File: src/rtl/fpga_cfg_pkg.sv
// Shared definitions for the configuration-chain loader.
//
// Contents:
//   state_e  - loader FSM states
//   ceil_div - integer ceiling division, used to size word counts
package fpga_cfg_pkg;

  typedef enum logic [2:0] {
    IDLE     = 3'd0,
    FETCH    = 3'd1,
    SHIFT_LO = 3'd2,
    SHIFT_HI = 3'd3,
    DONE     = 3'd4
  } state_e;

  // Number of host words needed to cover a chain of a_bits bits.
  function automatic int unsigned ceil_div(input int unsigned a_bits,
                                           input int unsigned b_width);
    return (a_bits + b_width - 1) / b_width;
  endfunction

endpackage

File: src/rtl/cfg_phase_timer.sv
// Phase-length timer for the programming-clock generator.
//
// A down-counter reloaded with CLK_DIV-1 whenever a new prog_clk phase
// begins; o_last is high in the final cycle of the phase.
//
// Ports:
//   i_clk  - system clock
//   i_rst  - synchronous active-high reset
//   i_load - a new phase starts on the next cycle
//   o_last - current cycle is the last one of the phase
module cfg_phase_timer #(
  parameter int CLK_DIV = 2
) (
  input  logic i_clk,
  input  logic i_rst,
  input  logic i_load,
  output logic o_last
);

  localparam int DIVCNT_W = $clog2(CLK_DIV + 1);
  localparam logic [DIVCNT_W-1:0] RELOAD = DIVCNT_W'(CLK_DIV - 1);

  logic [DIVCNT_W-1:0] r_cnt;

  always_ff @(posedge i_clk) begin
    if (i_rst) begin
      r_cnt <= '0;
    end else if (i_load) begin
      r_cnt <= RELOAD;
    end else if (r_cnt != '0) begin
      r_cnt <= r_cnt - 1'b1;
    end
  end

  assign o_last = (r_cnt == '0);

endmodule

File: src/rtl/config_loader.sv
// Serial configuration loader for the fabric programming chain.
//
// Takes host words over a valid/ready stream and shifts them LSB-first
// into the chain with a slow registered prog_clk (CLK_DIV clk cycles per
// half-period). The bit leaving the chain tail is sampled just before each
// rising prog_clk edge and returned as readback words.
//
// Ports:
//   clk, rst            - system clock, synchronous active-high reset
//   start               - pulse that begins a load (ignored while busy)
//   cfg_data/valid/ready- host configuration word stream
//   prog_in/clk/en      - chain head data, shift clock, shift enable
//   prog_out            - chain tail data
//   rb_data/rb_valid    - readback word and its one-cycle strobe
//   busy, done          - load in progress / last load completed
module config_loader
  import fpga_cfg_pkg::*;
#(
  parameter int CHAIN_LEN = 100,
  parameter int WORD_W    = 8,
  parameter int CLK_DIV   = 2
) (
  input  logic              clk,
  input  logic              rst,
  input  logic              start,
  input  logic [WORD_W-1:0] cfg_data,
  input  logic              cfg_valid,
  output logic              cfg_ready,
  output logic              prog_in,
  output logic              prog_clk,
  output logic              prog_en,
  input  logic              prog_out,
  output logic [WORD_W-1:0] rb_data,
  output logic              rb_valid,
  output logic              busy,
  output logic              done
);

  localparam int BITCNT_W = $clog2(CHAIN_LEN + 1);
  localparam int WBIT_W   = $clog2(WORD_W);
  localparam logic [BITCNT_W-1:0] LAST_BIT  = BITCNT_W'(CHAIN_LEN - 1);
  localparam logic [WBIT_W-1:0]   LAST_WBIT = WBIT_W'(WORD_W - 1);

  state_e r_state;
  state_e w_next;

  logic [BITCNT_W-1:0] r_bitcnt;
  logic [WBIT_W-1:0]   r_wbit;
  logic [WORD_W-1:0]   r_buf;
  logic [WORD_W-1:0]   r_rb_buf;
  logic [WORD_W-1:0]   r_rb_data;
  logic                r_cfg_ready;
  logic                r_prog_clk;
  logic                r_prog_en;
  logic                r_rb_valid;
  logic                r_busy;
  logic                r_done;

  logic w_phase_last;
  logic w_phase_load;
  logic w_go;
  logic w_accept;
  logic w_sample;
  logic w_bit_end;
  logic w_last_bit;
  logic w_word_end;
  logic w_rb_emit;

  assign w_go       = (r_state == IDLE) && start;
  assign w_accept   = (r_state == FETCH) && cfg_valid;
  assign w_sample   = (r_state == SHIFT_LO) && w_phase_last;
  assign w_bit_end  = (r_state == SHIFT_HI) && w_phase_last;
  assign w_last_bit = (r_bitcnt == LAST_BIT);
  assign w_word_end = (r_wbit == LAST_WBIT);
  assign w_rb_emit  = w_bit_end && (w_last_bit || w_word_end);

  // Reload the phase timer whenever a low or high phase is entered fresh.
  assign w_phase_load = ((w_next == SHIFT_LO) || (w_next == SHIFT_HI)) &&
                        (w_next != r_state);

  cfg_phase_timer #(
    .CLK_DIV(CLK_DIV)
  ) u_phase_timer (
    .i_clk (clk),
    .i_rst (rst),
    .i_load(w_phase_load),
    .o_last(w_phase_last)
  );

  always_ff @(posedge clk) begin
    if (rst) begin
      r_state <= IDLE;
    end else begin
      r_state <= w_next;
    end
  end

  always_comb begin
    w_next = r_state;
    case (r_state)
      IDLE:     if (start) w_next = FETCH;
      FETCH:    if (cfg_valid) w_next = SHIFT_LO;
      SHIFT_LO: if (w_phase_last) w_next = SHIFT_HI;
      SHIFT_HI: begin
        if (w_phase_last) begin
          if (w_last_bit) begin
            w_next = DONE;
          end else if (w_word_end) begin
            w_next = FETCH;
          end else begin
            w_next = SHIFT_LO;
          end
        end
      end
      DONE:     w_next = IDLE;
      default:  w_next = IDLE;
    endcase
  end

  // Outputs are registered from the next state so they are clean flop
  // outputs that line up exactly with the state they describe.
  always_ff @(posedge clk) begin
    if (rst) begin
      r_cfg_ready <= 1'b0;
      r_prog_clk  <= 1'b0;
      r_prog_en   <= 1'b0;
      r_busy      <= 1'b0;
      r_done      <= 1'b0;
      r_rb_valid  <= 1'b0;
      r_rb_data   <= '0;
      r_bitcnt    <= '0;
      r_wbit      <= '0;
      r_buf       <= '0;
    end else begin
      r_cfg_ready <= (w_next == FETCH);
      r_prog_clk  <= (w_next == SHIFT_HI);
      r_prog_en   <= (w_next == FETCH) || (w_next == SHIFT_LO) ||
                     (w_next == SHIFT_HI);
      r_busy      <= (w_next == FETCH) || (w_next == SHIFT_LO) ||
                     (w_next == SHIFT_HI);
      r_rb_valid  <= w_rb_emit;

      if (w_go) begin
        r_done <= 1'b0;
      end else if (w_next == DONE) begin
        r_done <= 1'b1;
      end

      if (w_go) begin
        r_bitcnt <= '0;
        r_wbit   <= '0;
      end else if (w_bit_end) begin
        r_bitcnt <= r_bitcnt + 1'b1;
        r_wbit   <= w_word_end ? '0 : r_wbit + 1'b1;
      end

      // buf[0] drives prog_in, so the shift lands on the falling prog_clk
      // edge and the new bit is settled long before the next rise.
      if (w_accept) begin
        r_buf <= cfg_data;
      end else if (w_bit_end) begin
        r_buf <= r_buf >> 1;
      end

      if (w_rb_emit) begin
        r_rb_data <= r_rb_buf;
      end
    end
  end

  // Readback assembly: each sampled bit lands at its position within the
  // word, so a short final word is naturally zero-padded at the top.
  always_ff @(posedge clk) begin
    if (w_go || w_rb_emit) begin
      r_rb_buf <= '0;
    end else if (w_sample) begin
      r_rb_buf[r_wbit] <= prog_out;
    end
  end

  assign cfg_ready = r_cfg_ready;
  assign prog_in   = r_buf[0];
  assign prog_clk  = r_prog_clk;
  assign prog_en   = r_prog_en;
  assign rb_data   = r_rb_data;
  assign rb_valid  = r_rb_valid;
  assign busy      = r_busy;
  assign done      = r_done;

endmodule

File: config.mk
export PLATFORM = sky130hd
export DESIGN_NAME = config_loader
export DESIGN_NICKNAME = d
export VERILOG_FILES = /design/src/rtl/fpga_cfg_pkg.sv /design/src/rtl/cfg_phase_timer.sv /design/src/rtl/config_loader.sv
export SDC_FILE = /design/constraint.sdc
export NUM_CORES = 1
export LEC_CHECK = 0
export ABC_AREA = 1
export BUFFER_PORTS_ARGS = -buffer_cell sky130_fd_sc_hd__buf_2
export CORE_MARGIN = 3
export CORE_UTILIZATION = 40
export CTS_BUF_LIST = sky130_fd_sc_hd__clkbuf_4 sky130_fd_sc_hd__clkbuf_8
export CTS_CLUSTER_DIAMETER = 30
export DETAILED_ROUTE_END_ITERATION = 16
export PLACE_DENSITY = 0.62
export SETUP_SLACK_MARGIN = 0.15
export SYNTH_ARGS = -nofsm -noshare
export SYNTH_HDL_FRONTEND = slang
export SYNTH_HIERARCHICAL = 1
export SYNTH_SLANG_ARGS = --single-unit
File: constraint.sdc
create_clock -name clk -period 1.91 [get_ports clk]
set_input_delay 0 -clock clk [delete_from_list [all_inputs] [get_ports clk]]
set_output_delay 0 -clock clk [all_outputs]
set_load 0.05 [all_outputs]
== Word-level counts from Yosys, hierarchy flattened ==
Index checks and enable logic that the tools add are counted.

* Add/subtract/negate cells: 3
* $mul: 0
* Div/mod/pow operators: 0
* Order comparisons: 2
* Eq/ne operators: 10
* Shift operators: 0
* Multiplexer cells: 15
* Bitwise operators: 0
* Reduce and logical (&&, ||, !) cells: 19

{| class="wikitable"
|+ Operators with widths
! cell !! count
|-
| two-way mux 3 bit || 6
|-
| two-way mux 8 bit || 2
|-
| equality test 3 x 2 -> 1 bit (second input constant) || 4
|-
| one-hot mux 3 bit (4 select lines) || 1
|-
| bitwise mux 8 bit || 1
|-
| adder 7 x 1 -> 7 bit (second input constant) || 1
|-
| equality test 7 bit (second input constant) || 1
|-
| logical AND 1 bit || 7
|-
| equality test 3 x 1 -> 1 bit (second input constant) || 2
|-
| equality test 3 bit (second input constant) || 2
|-
| nonzero test 2 bit || 3
|-
| logical OR 1 bit || 5
|-
| less-than comparator 3 x 4 -> 1 bit (second input constant) || 1
|-
| OR reduction 2 bit || 2
|-
| adder 3 x 1 -> 3 bit (second input constant) || 1
|-
| demux 1 bit (select 3 bit) || 1
|-
| >= comparator 3 x 1 -> 1 bit (second input constant) || 1
|-
| logical NOT 3 bit || 1
|-
| two-way mux 1 bit || 3
|-
| inequality test 3 bit || 1
|-
| logical NOT 2 bit || 1
|-
| two-way mux 2 bit || 1
|-
| subtractor 2 x 1 -> 2 bit (second input constant) || 1
|}

* Bits in registers: 44
* Latch bits: 0
* RAM bits: 0
* Bits in read-only memories: 0
* Input port bits: 13
* Output and inout bits: 15
* Logic and storage cells: 62
* Memories kept: 0

== Longest topological paths before layout ==
Gate-level depths: netlist of run 1.

* Depth after elaboration: 9
* Mapped depth: 15
* Depth with buffers taken out: 15

== Modules after synthesis ==
The synthesis of run 1 kept the hierarchy.

{| class="wikitable"
|+ Modules (own cells, without submodules)
! module !! times used !! cells each !! area an instance (µm²) !! sequential area each (µm²)
|-
| config_loader || 1 || 241 || 1,808.0 || 840.8
|-
| cfg_phase_timer || 1 || 18 || 120.1 || 40.0
|}

== Worst setup path before layout of run 1 ==
Ideal clock, no wire load.

* Path type: register to register
* Start point: register r_bitcnt[0]
* End point: register u_phase_timer.r_cnt[0]
* Arrival: 1.487 ns
* Path slack: 0.315 ns
* Cell stages (with the launch flop): 13
* Clock period less this slack: 1.595 ns
* Path through: dfxtp_1 > ha_1 > nand2_1 > inv_1 > nand3_1 > nand2_1 > nand2_1 > a21oi_1 > nor2_1 > inv_1 > nand3_1 > nand2_1 > inv_1

* Cells in the longest elaborated chain, start to end: 8
* Elaborated cells between the ends (all ways): 11

{| class="wikitable"
|+ RTL lines
! element !! RTL line !! RTL
|-
| start: declaration || config_loader.sv:47 || <nowiki>logic [BITCNT_W-1:0] r_bitcnt;</nowiki>
|-
| start signal: assignment || config_loader.sv:153 || <nowiki>r_bitcnt <= r_bitcnt + 1'b1;</nowiki>
|-
| equality test 7 bit (*) || config_loader.sv:73 || <nowiki>assign w_last_bit = (r_bitcnt == LAST_BIT);</nowiki>
|-
| two-way mux 3 bit (*) || config_loader.sv:106 || <nowiki>if (w_last_bit) begin</nowiki>
|-
| two-way mux 3 bit (*) || config_loader.sv:105 || <nowiki>if (w_phase_last) begin</nowiki>
|-
| one-hot mux 3 bit (4 select lines) (*) || config_loader.sv:100 || <nowiki>case (r_state)</nowiki>
|-
| equality test 3 x 2 -> 1 bit || config_loader.sv:78 || <nowiki>assign w_phase_load = ((w_next == SHIFT_LO) || (w_next == SHIFT_HI)) &&</nowiki>
|-
| logical OR 1 bit || config_loader.sv:78 ||
|-
| logical AND 1 bit (*) || config_loader.sv:78 ||
|-
| via w_phase_load || config_loader.sv:60 || <nowiki>logic w_phase_load;</nowiki>
|-
| two-way mux 1 bit or nonzero test 2 bit (tied branches) || - ||
|-
| end signal: assignment || cfg_phase_timer.sv:31 || <nowiki>r_cnt <= r_cnt - 1'b1;</nowiki>
|-
| end: declaration || cfg_phase_timer.sv:23 || <nowiki>logic [DIVCNT_W-1:0] r_cnt;</nowiki>
|}

The timed path passes the listed nets; every way through them passes the cells marked *.
A chain may end at the register's enable or synchronous reset.

== Worst setup path after layout of run 1 ==
* Start point: register u_phase_timer.r_cnt[0]
* End point: register r_buf[3]

* Cells in the longest elaborated chain, start to end: 3

{| class="wikitable"
|+ RTL lines
! element !! RTL line !! RTL
|-
| logical NOT 2 bit || cfg_phase_timer.sv:35 || <nowiki>assign o_last = (r_cnt == '0);</nowiki>
|-
| via w_phase_last || config_loader.sv:59 || <nowiki>logic w_phase_last;</nowiki>
|-
| logical AND 1 bit || config_loader.sv:72 || <nowiki>assign w_bit_end = (r_state == SHIFT_HI) && w_phase_last;</nowiki>
|-
| nonzero test 2 bit (no source line) || - ||
|-
| end signal: assignment || config_loader.sv:160 || <nowiki>r_buf <= cfg_data;</nowiki>
|-
| end signal: assignment || config_loader.sv:162 || <nowiki>r_buf <= r_buf >> 1;</nowiki>
|-
| end: declaration || config_loader.sv:49 || <nowiki>logic [WORD_W-1:0] r_buf;</nowiki>
|}

The timed path passes the listed nets, and every way through them passes these cells.

==> out/metrics.cfg, run 1 <==
[sta]
period_needed_ns = 1.63
tns_ns = 0
min_period_over_period_pct = 85.3
fmax_mhz = 613
setup_viol = 0
rsz0062_at_grt = no
worst_slew_pin_slew_ns = 0.311
skew_ns = 0.00537
slew_viol_final = 0
maxSlewHeadroom_pct = 79.2
hold_violations = 0

[power]
irDropWorstVdd_v = 0.000704
p_per_area_nw_per_um2 = 1030
leakage_nw = 1.05

[cts]
root_buffer = clkbuf_8
h-tree-depth = 2
clkSlewWorstSetupHoldPaths_ns = 0.08
max-clock-path-buffers = 2
cts_buffers = 5
clock_latency_ns = 0.29
cts_tree = built
clkSinkCount = 44
post_cts_buffers = 0

[setup_path]
cp-start-kind = register
worstSetupStartpoint = u_phase_timer/r_cnt[0]
path_max_fanout = 15
crit_path_frequent_cell = inv_1
criticalPathCategory = register to register
worstReg2RegStart = u_phase_timer/r_cnt[0]
crit_chain = inv_1 > ha_2 > inv_1 > nor2_8 > inv_2 > nand2_4 > inv_1 > a211oi_1
cp.required_ns = 2.12
cpMaxStageDelayCell = dfxtp_1
arrival_ns = 1.84
endpoint_kind = register
slowest_delay_ns = 0.31

[hold_path]
hp-class = primary input to register
min_from = cfg_data[6]

[placed_design]
gp_congestion = 0.790
dp_cells = 334
port_buffers = 27
dp_hpwl_um = 2760

[status]
status = completed

[route]
routedWlPerCell_um = 11.0
vias = 1674
antenna_left = 0
via_per_inst = 4.84
routed_wirelength_um = 3790
drcViolationCount = 0
dr.pass1.iters = 4
drt-initial-drc-count = 125

[cells_and_area]
synthToLayoutAreaGrowth_pct = 21.5
stdcell_count = 346
n_antenna_cell = 0
layout-drive-gt1-share_pct = 20.4
final_nets = 311

[die]
initial_core_util_pct = 42.8
coreArea_um2 = 4500
dieArea_um2 = 5690
die_w_um = 75.4
die_y_um = 75.4
boundaryPins = 28
rows = 24

[yosys]
synth-main-ff-cell = dfxtp_1
yosysMostFrequentCell = nor2_1
yosysWarningCount = 6
synth.area.top_cells = dfxtp_1, nor2_1, nand2_1
async_flop_share_pct = 0
synth_edf_count = 0
synth_cell_type_count = 25
syn_nets = 277
synth_common_cells = nor2_1, dfxtp_1, nand2_1, inv_1, a21oi_1
syn_inst = 259
synth_top_area_share_pct = 45.7
avgSynthCellArea_um2 = 7.44
yosysTopAreaCell = dfxtp_1
syn-cell-area_um2 = 1930
ys_ff_latch = 44
seq_area_frac_synth_pct = 45.7

[global_routing]
grt_pass1_vias = 1460
antenna_found_initial = 0
grt_max_degree = 16
grt.overflow.total = 0
grt_use_total_pct = 14.8
grt_pass1_wl_um = 6500

[run]
maxCapViolations = 0

==> path summary, 6_finish.rpt <==
path                            cells after the start    endpoint  slack, ns
worst min register to register                      2  rb_data[7]       0.46
worst max-delay path                                8    r_buf[3]       0.28
worst min-delay path                                3    r_buf[6]       0.02
worst max register to register                      8    r_buf[3]       0.28
==> stage by stage <==
stage / cell area [um^2] / hold WS (ns) / setup WS [ns] / util [%] / total power [W]
finish: 2340 / 0.0215 / 0.280 / 52.0 / 0.00241
global route: 2340 / 0.0260 / 0.156 / 52.0 / 0.00253
CTS: 2300 / 0.0108 / 0.208 / 51.1 / 0.00241
detailed placement: 2100 / 0.235 / 0.232 / 46.7 / 0.00144
global placement: 2100 / 0.232 / 0.267 / 46.7 / 0.00143
floorplan: 1930 / 0.0785 / 0.315 / - / 0.00135
==> logic make-up (layout without fill, tap and decap cells) <==
group                      after synthesis  count (layout)  synth area share [%]
adders and majority gates                5               5                  3.24
DFF                                     44              44                  45.7
and+or+nand+nor                        114             114                  27.0
AOI/OAI and AO/OA                       55              55                  15.3
buffers and inverters                   41              76                  8.76
==> registers in the layout (all words and copies together), names as in the netlist <==
register,flops
cfg_ready,1
r_wbit,3
rb_valid,1
u_phase_timer/r_cnt,2
r_rb_buf,8
prog_clk,1
done,1
busy,1
r_state,3
r_buf,8
rb_data,8
r_bitcnt,7
==> cells in the final DEF, fill, tap and decap left out, drive strengths merged <==
cell type	n
nor2	48
nand2	44
dfxtp	44
inv	35
a21oi	28
buf	28
o21ai	19
nand3	11
nor3	6
clkbuf	5
ha	5
nand4	4
a31oi	4
dlygate4sd3	4
bufinv	3
a211oi	3
o21a	1
or2	1
clkinv	1
==> per-layer routing <==
metal / vias up / GRT usage [%] / routed length, um
li1: 903 / - / -
met4: 0 / 5.83 / 22
met1: 734 / 20.7 / 1920
met5: - / 0 / 0
met3: 2 / 3.69 / 209
met2: 35 / 22.0 / 1640
==> power by group <==
group / internal (W) / leakage (nW) / switching [W] / total, W
registers: 0.000971 / 0.358 / 0.0000312 / 0.00100
logic: 0.000144 / 0.615 / 0.000289 / 0.000433
clock network: 0.000654 / 0.0784 / 0.000317 / 0.000970
total: 0.00177 / 1.05 / 0.000637 / 0.00241
==> worst max-delay path, delay by kind of cell (launching register included) <==
family	cells	cell delay, ns
and+or+nand+nor	2	0.34
DFF	1	0.31
buffers and inverters	4	0.46
adders and majority gates	1	0.21
AOI/OAI and AO/OA	1	0.22
==> final cells by class <==
cell class	count	area, um^2
Clock buffer	5	68.8
Clock inverter	3	90.1
Fill cell	459	2160
Inverter	36	138
Multi-Input combinational cell	174	912
Sequential cell	44	887
Tap cell	52	65.1
Timing Repair Buffer	32	183
==> timing repair <==
item / in CTS / in global routing
hold buffers: 4 / 0
gates resized for setup: 0 / 16
endpoints found under the setup margin: 0 / 16
hold endpoints to repair: 5 / 0
Note: power is estimated with default switching activity, not from simulation.
==> run 2, diff against run 1 <==
--- a/config.mk
+++ b/config.mk
@@ -5,7 +5,6 @@
 export SDC_FILE = /design/constraint.sdc
 export NUM_CORES = 1
 export LEC_CHECK = 0
-export ABC_AREA = 1
 export BUFFER_PORTS_ARGS = -buffer_cell sky130_fd_sc_hd__buf_2
 export CORE_MARGIN = 3
 export CORE_UTILIZATION = 40
==> run 2 against run 1 <==
Clock power fell by 41%. Synthesized cell count decreased by 12%. Total power down 16%. Final area rose by 6.0%. Non-clock buffer count is 10 higher.
==> out/metrics.cfg, run 2 <==
[status]
status = completed  ; unchanged

[yosys]
synth_compound_area_share_pct = 9.69  ; was 15.3%
avgSynthCellArea_um2 = 9.16  ; was 7.44 um^2
yosysMostFrequentCell = dfxtp_1  ; was nor2_1
yosysWarningCount = 6  ; unchanged
syn-cell-area_um2 = 2080  ; was 1930 um^2
synth_top_family_by_area = simple AND/OR/NAND/NOR gates  ; unchanged
yosysTopAreaCell = dfxtp_1  ; unchanged
synth_common_cells = dfxtp_1, nand2_1, nor2_1, nand2b_1, mux2i_1  ; was nor2_1, dfxtp_1, nand2_1, inv_1, a21oi_1
synth-main-ff-cell = dfxtp_1  ; unchanged
synth-xor-area-share_pct = 2.95  ; was 0%
syn_nets = 245  ; was 277
syn_inst = 227  ; was 259
seq_area_frac_synth_pct = 42.4  ; was 45.7%
synth-simple-area-share_pct = 29.6  ; was 27.0%
async_flop_share_pct = 0  ; unchanged
ys_ff_latch = 44  ; unchanged
synth.area.top_cells = dfxtp_1, mux2i_1, nand2b_1  ; was dfxtp_1, nor2_1, nand2_1
synth_cell_type_count = 44  ; was 25
synthMuxAreaShare_pct = 7.70  ; was 0%
synthAdderAreaFrac_pct = 3.01  ; was 3.24%
synth_top_area_share_pct = 42.4  ; was 45.7%
synth_edf_count = 0  ; unchanged

[cts]
cts_buffers = 5  ; unchanged
clkSlewWorstSetupHoldPaths_ns = 0.08  ; about the same
root_buffer = clkbuf_8  ; unchanged
h-tree-depth = 2  ; unchanged
clkSinkCount = 44  ; unchanged
cts_tree = built  ; unchanged
clock_latency_ns = 0.30  ; was 0.29 ns
max-clock-path-buffers = 2  ; unchanged

[cells_and_area]
regArea_um2 = 883  ; was 887 um^2
synthToLayoutAreaGrowth_pct = 19.5  ; was 21.5%
layout_common_cells = dfxtp_1, nor2_1, nand2_1, buf_2, nand2b_1  ; was nand2_1, dfxtp_1, nor2_1
final_nets = 277  ; was 311
fillers = 501  ; was 459
final_common_cell = dfxtp_1
multi_input_area_um2 = 1140  ; was 912 um^2
n_antenna_cell = 0  ; unchanged
fin_area_um2 = 2480  ; was 2340 um^2
layout-drive-gt1-share_pct = 24.3  ; was 20.4%

[power]
total_power_w = 0.00203  ; was 0.00241 W
p_per_area_nw_per_um2 = 818  ; was 1030 nW/um^2
leakage_nw = 0.974  ; was 1.05 nW
irDropWorstVdd_v = 0.000310  ; was 0.000704 V

[setup_path]
crit_path_frequent_cell = a21oi_1  ; was inv_1
crit_chain = nor4b_4 > buf_4 > nand3_1 > o2bb2ai_1 > a21oi_1 > inv_1 > a21oi_1  ; was inv_1 > ha_2 > inv_1 > nor2_8 > inv_2 > nand2_4 > inv_1 > a211oi_1
cp_num_cells = 7  ; was 8
cp_top_family = simple AND/OR/NAND/NOR gates  ; was buffers and inverters
r2r_slack_ns = 0.28  ; about the same
criticalPathCategory = register to register  ; unchanged
critPathCapture = u_phase_timer/r_cnt[0]  ; was r_buf[3]
worstSetupStartpoint = r_bitcnt[4]  ; was u_phase_timer/r_cnt[0]
cp.required_ns = 2.14  ; was 2.12 ns
slowest_delay_ns = 0.38  ; was 0.31 ns
reg2regPathDepth = 7  ; was 8
arrival_ns = 1.86  ; was 1.84 ns
path_max_fanout = 4  ; was 15
regToRegEndpoint = u_phase_timer/r_cnt[0]  ; was r_buf[3]
cp-start-kind = register  ; unchanged
cpMaxStageDelayCell = nor4b_4  ; was dfxtp_1
worstReg2RegStart = r_bitcnt[4]  ; was u_phase_timer/r_cnt[0]
critical_path_buf_inv_count = 2  ; was 4
endpoint_kind = register  ; unchanged

[global_routing]
grt_use_total_pct = 14.6  ; was 14.8%
grt_pass1_vias = 1508  ; was 1,460
grt.overflow.total = 0  ; unchanged
antenna_found_initial = 0  ; unchanged
grt_pass1_wl_um = 7040  ; was 6500 um
grt_max_degree = 35  ; was 16

[placed_design]
pre_cts_ws_ns = 0.108  ; was 0.232 ns
post_dp_cell_area_um2 = 2270  ; was 2100 um^2
dp_hpwl_um = 2630  ; was 2760 um
gp_congestion = 0.805  ; was 0.790
port_buffers = 27  ; unchanged

[sta]
period_needed_ns = 1.63  ; about the same
hold_violations = 0  ; unchanged
worst_slack_ns = 0.280  ; about the same
whs_ns = 0.0131  ; was 0.0215 ns
setup_viol = 0  ; unchanged
skew_ns = 0.00966  ; was 0.00537 ns
fmax_mhz = 613  ; about the same
slew_viol_final = 0  ; unchanged
min_period_over_period_pct = 85.4  ; was 85.3%
worst_slew_pin_slew_ns = 0.575  ; was 0.311 ns
rsz0062_at_grt = no  ; unchanged
tns_ns = 0  ; unchanged
maxSlewHeadroom_pct = 61.6  ; was 79.2%

[die]
die_w_um = 78.1  ; was 75.4 um
initial_core_util_pct = 42.6  ; was 42.8%
coreArea_um2 = 4880  ; was 4500 um^2
die_y_um = 78.1  ; was 75.4 um
dieArea_um2 = 6100  ; was 5690 um^2
boundaryPins = 28  ; unchanged
rows = 25  ; was 24

[run]
maxCapViolations = 0  ; unchanged

[route]
dr.pass1.iters = 4  ; unchanged
drcViolationCount = 0  ; unchanged
routedWlPerCell_um = 12.5  ; was 11.0 um
via_per_inst = 4.89  ; was 4.84
routed_wirelength_um = 4060  ; was 3790 um
antenna_left = 0  ; unchanged
vias = 1594  ; was 1,674
drt-initial-drc-count = 116  ; was 125

[hold_path]
hp-class = primary input to register  ; unchanged

run 2: changes by cell type after synthesis, moves of 15 or more:
| cell | change |
|---|---|
| mux2i_1 | +16 |
| nand2_1 | -15 |
| nand2b_1 | +18 |
| inv_1 | -29 |
| o21ai_0 | -19 |
| a21oi_1 | -20 |
| nor2_1 | -18 |
run 2: worst register-to-register path, stage by stage (launching register included):
cell and delay [ns]:
dfxtp_1 0.36, nor4b_4 0.38, buf_4 0.19, nand3_1 0.11, o2bb2ai_1 0.15, a21oi_1 0.21, inv_1 0.06, a21oi_1 0.11
run 2: power breakdown:
group          switching, W  leakage (nW)  total, W  internal [W]
clock network      0.000308        0.0445  0.000571      0.000263
registers         0.0000308         0.358   0.00100      0.000969
logic              0.000269         0.572  0.000461      0.000192
total              0.000608         0.974   0.00203       0.00142
run 2: metrics by stage:
step | std cells | util, %
detailed placement | 310 | 46.6
global route | 326 | 50.9
floorplan | 227 | -
CTS | 324 | 49.8
global placement | 310 | 46.6
finish | 326 | 50.9
run 2: area by class of cell:
class	count	area share, %
tap	67	3.37
inverter	4	0.604
clock inverter	1	0.201
sequential	44	35.5
clock buffer	6	3.07
timing repair buffer	42	11.2
multi-input combinational	162	46.0
run 2: kinds of logic after synthesis:
logic type | after synthesis
compound gates | 24
flops | 44
buf+inv | 21
xor+xnor | 7
fa+ha+maj | 5
mux | 16
simple gates | 110
run 2: worst min-delay path by stage:
stage	startpoint	endpoint	slack, ns	cells after the start
floorplan	rst	u_phase_timer/r_cnt[0]	0.07	1
global placement	cfg_data[7]	r_buf[7]	0.28	3
detailed placement	cfg_data[7]	r_buf[7]	0.27	3
CTS	cfg_data[1]	r_buf[1]	0.01	3
global route	cfg_data[1]	r_buf[1]	0.02	3
finish	cfg_data[1]	r_buf[1]	0.01	3
run 2: layer usage:
| metal | up-vias | global-route usage (%) | wire (um) |
|---|---|---|---|
| li1 | 841 | - | - |
| met2 | 25 | 21.6 | 1730 |
| met5 | - | 0 | 0 |
| met4 | 0 | 6.29 | 72 |
| met3 | 5 | 4.70 | 177 |
| met1 | 723 | 19.5 | 2080 |
run 2: what timing repair did:
action	4_1_cts	5_1_grt
buffers inserted	0	2
gates resized for setup	2	9
pin swaps	0	2
hold buffers	7	0
endpoints found under the setup margin	9	12
hold endpoints to repair	7	0
